[src/rtl/cp0_exc_unit_if.sv]
// CP0 exception unit bus: mfc0/mtc0 access, M-stage exception inputs and flush request.
interface cp0_exc_unit_if;
  logic        en;
  logic [4:0]  CP0Add;
  logic [31:0] CP0In;
  logic [31:0] CP0Out;
  logic [31:0] VPC;
  logic        BDIn;
  logic [5:0]  ExcCodeIn;
  logic [5:0]  HWInt;
  logic        EXLClr;
  logic [31:0] EPCOut;
  logic        Req;

  modport master (
    output en, CP0Add, CP0In, VPC, BDIn, ExcCodeIn, HWInt, EXLClr,
    input  CP0Out, EPCOut, Req
  );

  modport slave (
    input  en, CP0Add, CP0In, VPC, BDIn, ExcCodeIn, HWInt, EXLClr,
    output CP0Out, EPCOut, Req
  );
endinterface

[src/rtl/cp0_exc_unit.sv]
// CP0 exception/interrupt controller at M stage: SR, Cause, EPC, eret and mfc0/mtc0.
// Optional PRId register (addr 15) enabled by defining CP0_PRID_EN.
module cp0_exc_unit #(
  parameter logic [31:0] SR_RESET   = 32'h0000_0000,
  parameter logic [31:0] PRID_VALUE = 32'h0000_4350
) (
  input logic           clk,
  input logic           reset,
  cp0_exc_unit_if.slave bus
);

  logic [5:0]  im_q;
  logic        exl_q;
  logic        ie_q;
  logic [5:0]  ip_q;
  logic [4:0]  code_q;
  logic        bd_q;
  logic [31:0] epc_q;

  logic        int_req;
  logic        exc_req;
  logic        req;
  logic        wr_sr;
  logic        wr_epc;
  logic [31:0] sr;
  logic [31:0] cause;

  always_comb begin
    int_req = ie_q & ~exl_q & (|(bus.HWInt & im_q));
    exc_req = bus.ExcCodeIn[5] & ~exl_q;
    req     = int_req | exc_req;
    wr_sr   = bus.en && (bus.CP0Add == 5'd12);
    wr_epc  = bus.en && (bus.CP0Add == 5'd14);
    sr      = {16'h0000, im_q, 8'h00, exl_q, ie_q};
    cause   = {bd_q, 15'h0000, ip_q, 3'b000, code_q, 2'b00};
  end

  assign bus.Req    = req;
  assign bus.EPCOut = epc_q;

  always_ff @(posedge clk) begin
    if (reset) begin
      im_q   <= SR_RESET[15:10];
      exl_q  <= SR_RESET[1];
      ie_q   <= SR_RESET[0];
      ip_q   <= 6'd0;
      code_q <= 5'd0;
      bd_q   <= 1'b0;
      epc_q  <= 32'd0;
    end else begin
      ip_q <= bus.HWInt;
      if (req) begin
        // Interrupt wins over a same-cycle exception and records code 0.
        exl_q  <= 1'b1;
        code_q <= int_req ? 5'd0 : bus.ExcCodeIn[4:0];
        bd_q   <= bus.BDIn;
        epc_q  <= bus.BDIn ? bus.VPC - 32'd4 : bus.VPC;
      end else begin
        if (wr_sr) begin
          im_q <= bus.CP0In[15:10];
          ie_q <= bus.CP0In[0];
        end
        // eret overrides the EXL bit of a same-edge SR write.
        if (bus.EXLClr) begin
          exl_q <= 1'b0;
        end else if (wr_sr) begin
          exl_q <= bus.CP0In[1];
        end
        if (wr_epc) begin
          epc_q <= {bus.CP0In[31:2], 2'b00};
        end
      end
    end
  end

  always_comb begin
    unique case (bus.CP0Add)
      5'd12:   bus.CP0Out = sr;
      5'd13:   bus.CP0Out = cause;
      5'd14:   bus.CP0Out = epc_q;
`ifdef CP0_PRID_EN
      5'd15:   bus.CP0Out = PRID_VALUE;
`endif
      default: bus.CP0Out = 32'h0000_0000;
    endcase
  end

  logic unused_bits;
`ifdef CP0_PRID_EN
  assign unused_bits = ^{bus.CP0In[31:16], bus.CP0In[9:2], SR_RESET[31:16], SR_RESET[9:2]};
`else
  assign unused_bits = ^{bus.CP0In[31:16], bus.CP0In[9:2], SR_RESET[31:16], SR_RESET[9:2],
                         PRID_VALUE};
`endif

endmodule
[src/flat_wrapper.sv]
// flat-port wrapper written by rule: the top's interface ports become plain ports
module cp0_exc_unit_flat 
#(
  parameter logic [31:0] SR_RESET   = 32'h0000_0000,
  parameter logic [31:0] PRID_VALUE = 32'h0000_4350
)
  (clk, reset, bus_en, bus_CP0Add, bus_CP0In, bus_VPC, bus_BDIn, bus_ExcCodeIn, bus_HWInt, bus_EXLClr, bus_CP0Out, bus_EPCOut, bus_Req);
  cp0_exc_unit_if bus_i ();
  input logic clk;
  input logic reset;
  input wire logic [$bits(bus_i.en)-1:0] bus_en;
  input wire logic [$bits(bus_i.CP0Add)-1:0] bus_CP0Add;
  input wire logic [$bits(bus_i.CP0In)-1:0] bus_CP0In;
  input wire logic [$bits(bus_i.VPC)-1:0] bus_VPC;
  input wire logic [$bits(bus_i.BDIn)-1:0] bus_BDIn;
  input wire logic [$bits(bus_i.ExcCodeIn)-1:0] bus_ExcCodeIn;
  input wire logic [$bits(bus_i.HWInt)-1:0] bus_HWInt;
  input wire logic [$bits(bus_i.EXLClr)-1:0] bus_EXLClr;
  output wire logic [$bits(bus_i.CP0Out)-1:0] bus_CP0Out;
  output wire logic [$bits(bus_i.EPCOut)-1:0] bus_EPCOut;
  output wire logic [$bits(bus_i.Req)-1:0] bus_Req;
  assign bus_i.en = bus_en;
  assign bus_i.CP0Add = bus_CP0Add;
  assign bus_i.CP0In = bus_CP0In;
  assign bus_i.VPC = bus_VPC;
  assign bus_i.BDIn = bus_BDIn;
  assign bus_i.ExcCodeIn = bus_ExcCodeIn;
  assign bus_i.HWInt = bus_HWInt;
  assign bus_i.EXLClr = bus_EXLClr;
  assign bus_CP0Out = bus_i.CP0Out;
  assign bus_EPCOut = bus_i.EPCOut;
  assign bus_Req = bus_i.Req;
  cp0_exc_unit #(.SR_RESET(SR_RESET), .PRID_VALUE(PRID_VALUE)) u_core (.clk(clk), .reset(reset), .bus(bus_i));
endmodule
[config.mk]
export PLATFORM = sky130hd
export DESIGN_NAME = cp0_exc_unit_flat
export DESIGN_NICKNAME = d
export VERILOG_FILES = /design/src/rtl/cp0_exc_unit_if.sv /design/src/rtl/cp0_exc_unit.sv /design/src/flat_wrapper.sv
export SDC_FILE = /design/constraint.sdc
export NUM_CORES = 1
export LEC_CHECK = 0
export CAP_MARGIN = 20
export CELL_PAD_IN_SITES_DETAIL_PLACEMENT = 0
export CELL_PAD_IN_SITES_GLOBAL_PLACEMENT = 1
export CORE_UTILIZATION = 31
export DETAILED_ROUTE_END_ITERATION = 16
export PLACE_DENSITY = 0.83
export SLEW_MARGIN = 10
export SYNTH_ARGS = -nofsm -noshare
export SYNTH_HDL_FRONTEND = slang
export SYNTH_SLANG_ARGS = --single-unit
[constraint.sdc]
create_clock -name clk -period 7.6 [get_ports clk]
set_clock_uncertainty 0.1 [all_clocks]
set_input_delay 2.28 -clock clk [delete_from_list [all_inputs] [get_ports clk]]
set_output_delay 2.28 -clock clk [all_outputs]
set_load 0.05 [all_outputs]
==> results.md <==
* Switch Pwr at 0.2218 mW
* Final instance area at 4928 µm²
* WL/cell at 16.37 µm
* Global-route wire length before repair at 16700 µm
* Area of placed instances at 4837 µm²
* Area Growth Syn to Fin at 58.38%
* Total Wirelength at 10740 µm
* Slowest-stage cell, CP: clkdlybuf4s50_1
* Sequential share of power at 45.3%
* Crit path cell chain: clkdlybuf4s50_1 -> buf_4 -> and4bb_1 -> buf_4 -> and3_1 -> clkdlybuf4s50_1
* Max cap viols at 0
* CTS tree: done
* Crit-path max FO at 23
* Gpl congestion at 0.7978
* Synthesized Nets at 474
* IO Count at 151
* CTS sink cnt at 52
* Drt drc at 0
* CTS buffer count at 5
* Slew @ Worst Pin at 981.0 ps
* Crit path DAT at 4330 ps
* Final HPWL from detailed placement at 8084 µm
* Iter 0 DRT Violations at 127
* Mapped Cells at 387
* Routed metal-1 wire length at 4793 µm
* RSZ-0062 raised after global routing: no
* Post-CTS Hold Fix Bufs at 0
* Final-report setup violation count at 0
* R2R setup slack at 5040 ps
* Outcome: finished clean
* Comb pwr share at 29.7%
* Pre-Repair DR Iteration Count at 4
* Total GRT Usage at 20.70%
* H-tree levels at 2
* Slew headroom at 34.44%
* Antenna Cells at 0
* Initial Util at 31.98%
* Largest net degree at the start of global routing at 45
* WS Path Type: in2out
* Worst EP required at 5220 ps
* Layout cell share with drive strength beyond 1 at 9.560%
* WL met3 at 610 µm
* Final Hold Viols at 0
* Final nets at 609
* Slew Viols, Final at 0
* Sw Share at 33.21%
* Async set-or-reset flop fraction in the synthesized netlist at 0%
* Worst path max stage delay at 800 ps
* Chip height at 102.2 µm
* Worst hold margin at 373.9 ps
* Power Density at 135.5 nW/µm²
* GRT overflow at 0
* Register Area at 1041 µm²
* Fin Setup TNS at 0 ps
* Vias/cell at 5.123
* Leakage Power at 1.799 nW
* Via count at 3361
* Crit share post-route at 88.31%
* Synth cell types at 50
* Final worst path period need at 6712 ps
* Most used DFF post-synth: dfxtp_1
* Fmax at 149.0 MHz
* Layout Utilization at 50.66%
* Fillcell total at 985
* CP endpoint kind: output port
* Peak supply drop at 75.25 µV
* Core Area at 9729 µm²
* Clock root buffer: clkbuf_8
* PostCTS Resize Cnt at 0
* Initial antenna violation count at 0
* Area of the multi-input gates at 1927 µm²
* Post-CTS setup buffers at 0
* Hold WC Path Type: reg2reg
* Int Power at 0.4462 mW
* Metal2 WL at 5157 µm
* Cell Rows at 36
* Post-synthesis sequential element count at 52
* Sequential area share after synthesis at 33.45%
* Ys Warns at 0
* Post-synth EDFFs at 0
* Clk_lat worst skew at 310 ps
* Synthesized cell area at 3112 µm²
* Die area at 10440 µm²
* Clk pin slew, worst setup/hold paths at 100 ps
* Vias in the first global route at 3212
* Top sig layer: met4
* Port bufs at 150
* CP Launch Type: input pin
* Clock power frac at 25.1%
* Clock buffer depth at 2
* Antenna Nets Post-Route at 0
* Chip width at 102.2 µm
* Syn Area/Cell at 8.041 µm²
-- flip-flops by register name (all words and copies together) (netlist names) --
| name | count |
|---|---|
| u_core.bd_q | 1 |
| u_core.ie_q | 1 |
| u_core.code_q | 5 |
| u_core.im_q | 6 |
| u_core.bus.EPCOut | 32 |
| u_core.exl_q | 1 |
| u_core.ip_q | 6 |
-- routing by layer --
metal	vias up	GRT usage, %
li1	1666	-
met1	1569	27.93
met2	113	34.54
met3	13	2.668
met4	0	5.934
met5	-	0
-- layout make-up --
class	count	share of cell area, %
well taps	133	3.376
repair buffers	157	34.17
inverters	5	0.3808
multi-input cells	301	39.10
flip-flops and latches	52	21.12
clock inverters	3	0.4570
clock buffers	5	1.396
-- power groups by stage --
stage | clock, mW | sequential, mW | combinational, mW
6_report | 0.167 | 0.302 | 0.198
5_1_grt | 0.185 | 0.305 | 0.211
4_1_cts | 0.174 | 0.302 | 0.199
3_5_place_dp | 0 | 0.309 | 0.199
3_3_place_gp | 0 | 0.308 | 0.196
2_1_floorplan | 0 | 0.349 | 0.0608
-- worst max-delay path: cells and delay by family --
family                 cells  cell delay (ps)
AND/OR/NAND/NOR            2              430
buffers and inverters      4             1600
-- worst paths after layout --
| kind | from | to | depth (start not counted) |
|---|---|---|---|
| setup / recovery | bus_CP0Add[0] | bus_CP0Out[9] | 6 |
| hold reg to reg | u_core.bd_q | u_core.bd_q | 2 |
| setup reg to reg | u_core.im_q[5] | u_core.im_q[1] | 8 |
| hold / removal | u_core.bd_q | u_core.bd_q | 2 |
-- per-stage QoR --
step | power, mW | setup WS [ps] | cells
finish | 0.6680 | 888.4 | 656
floorplan | 0.4098 | 1274 | 387
detailed placement | 0.5072 | 870.8 | 648
global placement | 0.5043 | 901.7 | 648
global route | 0.7007 | 796.0 | 656
CTS | 0.6755 | 870.8 | 656
-- cell usage after synthesis, types with 3 or more instances --
library cell / number / area (µm²)
a21oi_1: 27 / 135.1
a221oi_1: 9 / 78.83
a22o_1: 8 / 70.07
a22oi_1: 8 / 60.06
a311oi_1: 11 / 96.34
and3_1: 18 / 112.6
buf_2: 4 / 20.02
clkbuf_1: 23 / 86.33
dfxtp_1: 52 / 1041
inv_1: 4 / 15.01
mux2_2: 6 / 67.56
mux2i_1: 7 / 70.07
nand2_1: 63 / 236.5
nand3_1: 10 / 50.05
nand3b_1: 3 / 22.52
nor2_1: 27 / 101.4
nor2b_1: 8 / 50.05
nor3_1: 7 / 35.03
nor4_1: 9 / 56.30
o211a_1: 3 / 30.03
o21ai_0: 19 / 95.09
or4_1: 3 / 22.52
xnor2_1: 22 / 192.7
xor2_1: 6 / 52.55
-- cells in the final DEF, fill, tap and decap left out, types with 8 or more instances in the layout --
cell type	instances
buf_4	9
xnor2_1	22
dfxtp_1	52
nand3_1	10
o21ai_0	19
nor4_1	9
and3_1	18
a311oi_1	11
nor2b_1	8
nor2_1	27
a22o_1	8
a22oi_1	8
a221oi_1	9
a21oi_1	27
clkdlybuf4s50_1	133
buf_12	14
nand2_1	63
-- logic make-up (layout without fill, tap and decap cells) --
kind of cell	count (synthesis)	after routing	synth area share, %
flip-flops	52	52	33.45
buffers and inverters	34	170	4.624
XOR/XNOR	28	28	7.881
multiplexers	13	13	4.423
AO/OA/AOI/OAI	90	90	19.70
adder cells (fa/ha/maj)	1	1	0.4020
AND/OR/NAND/NOR	169	169	29.51
Power figures use the tool's default switching activity.
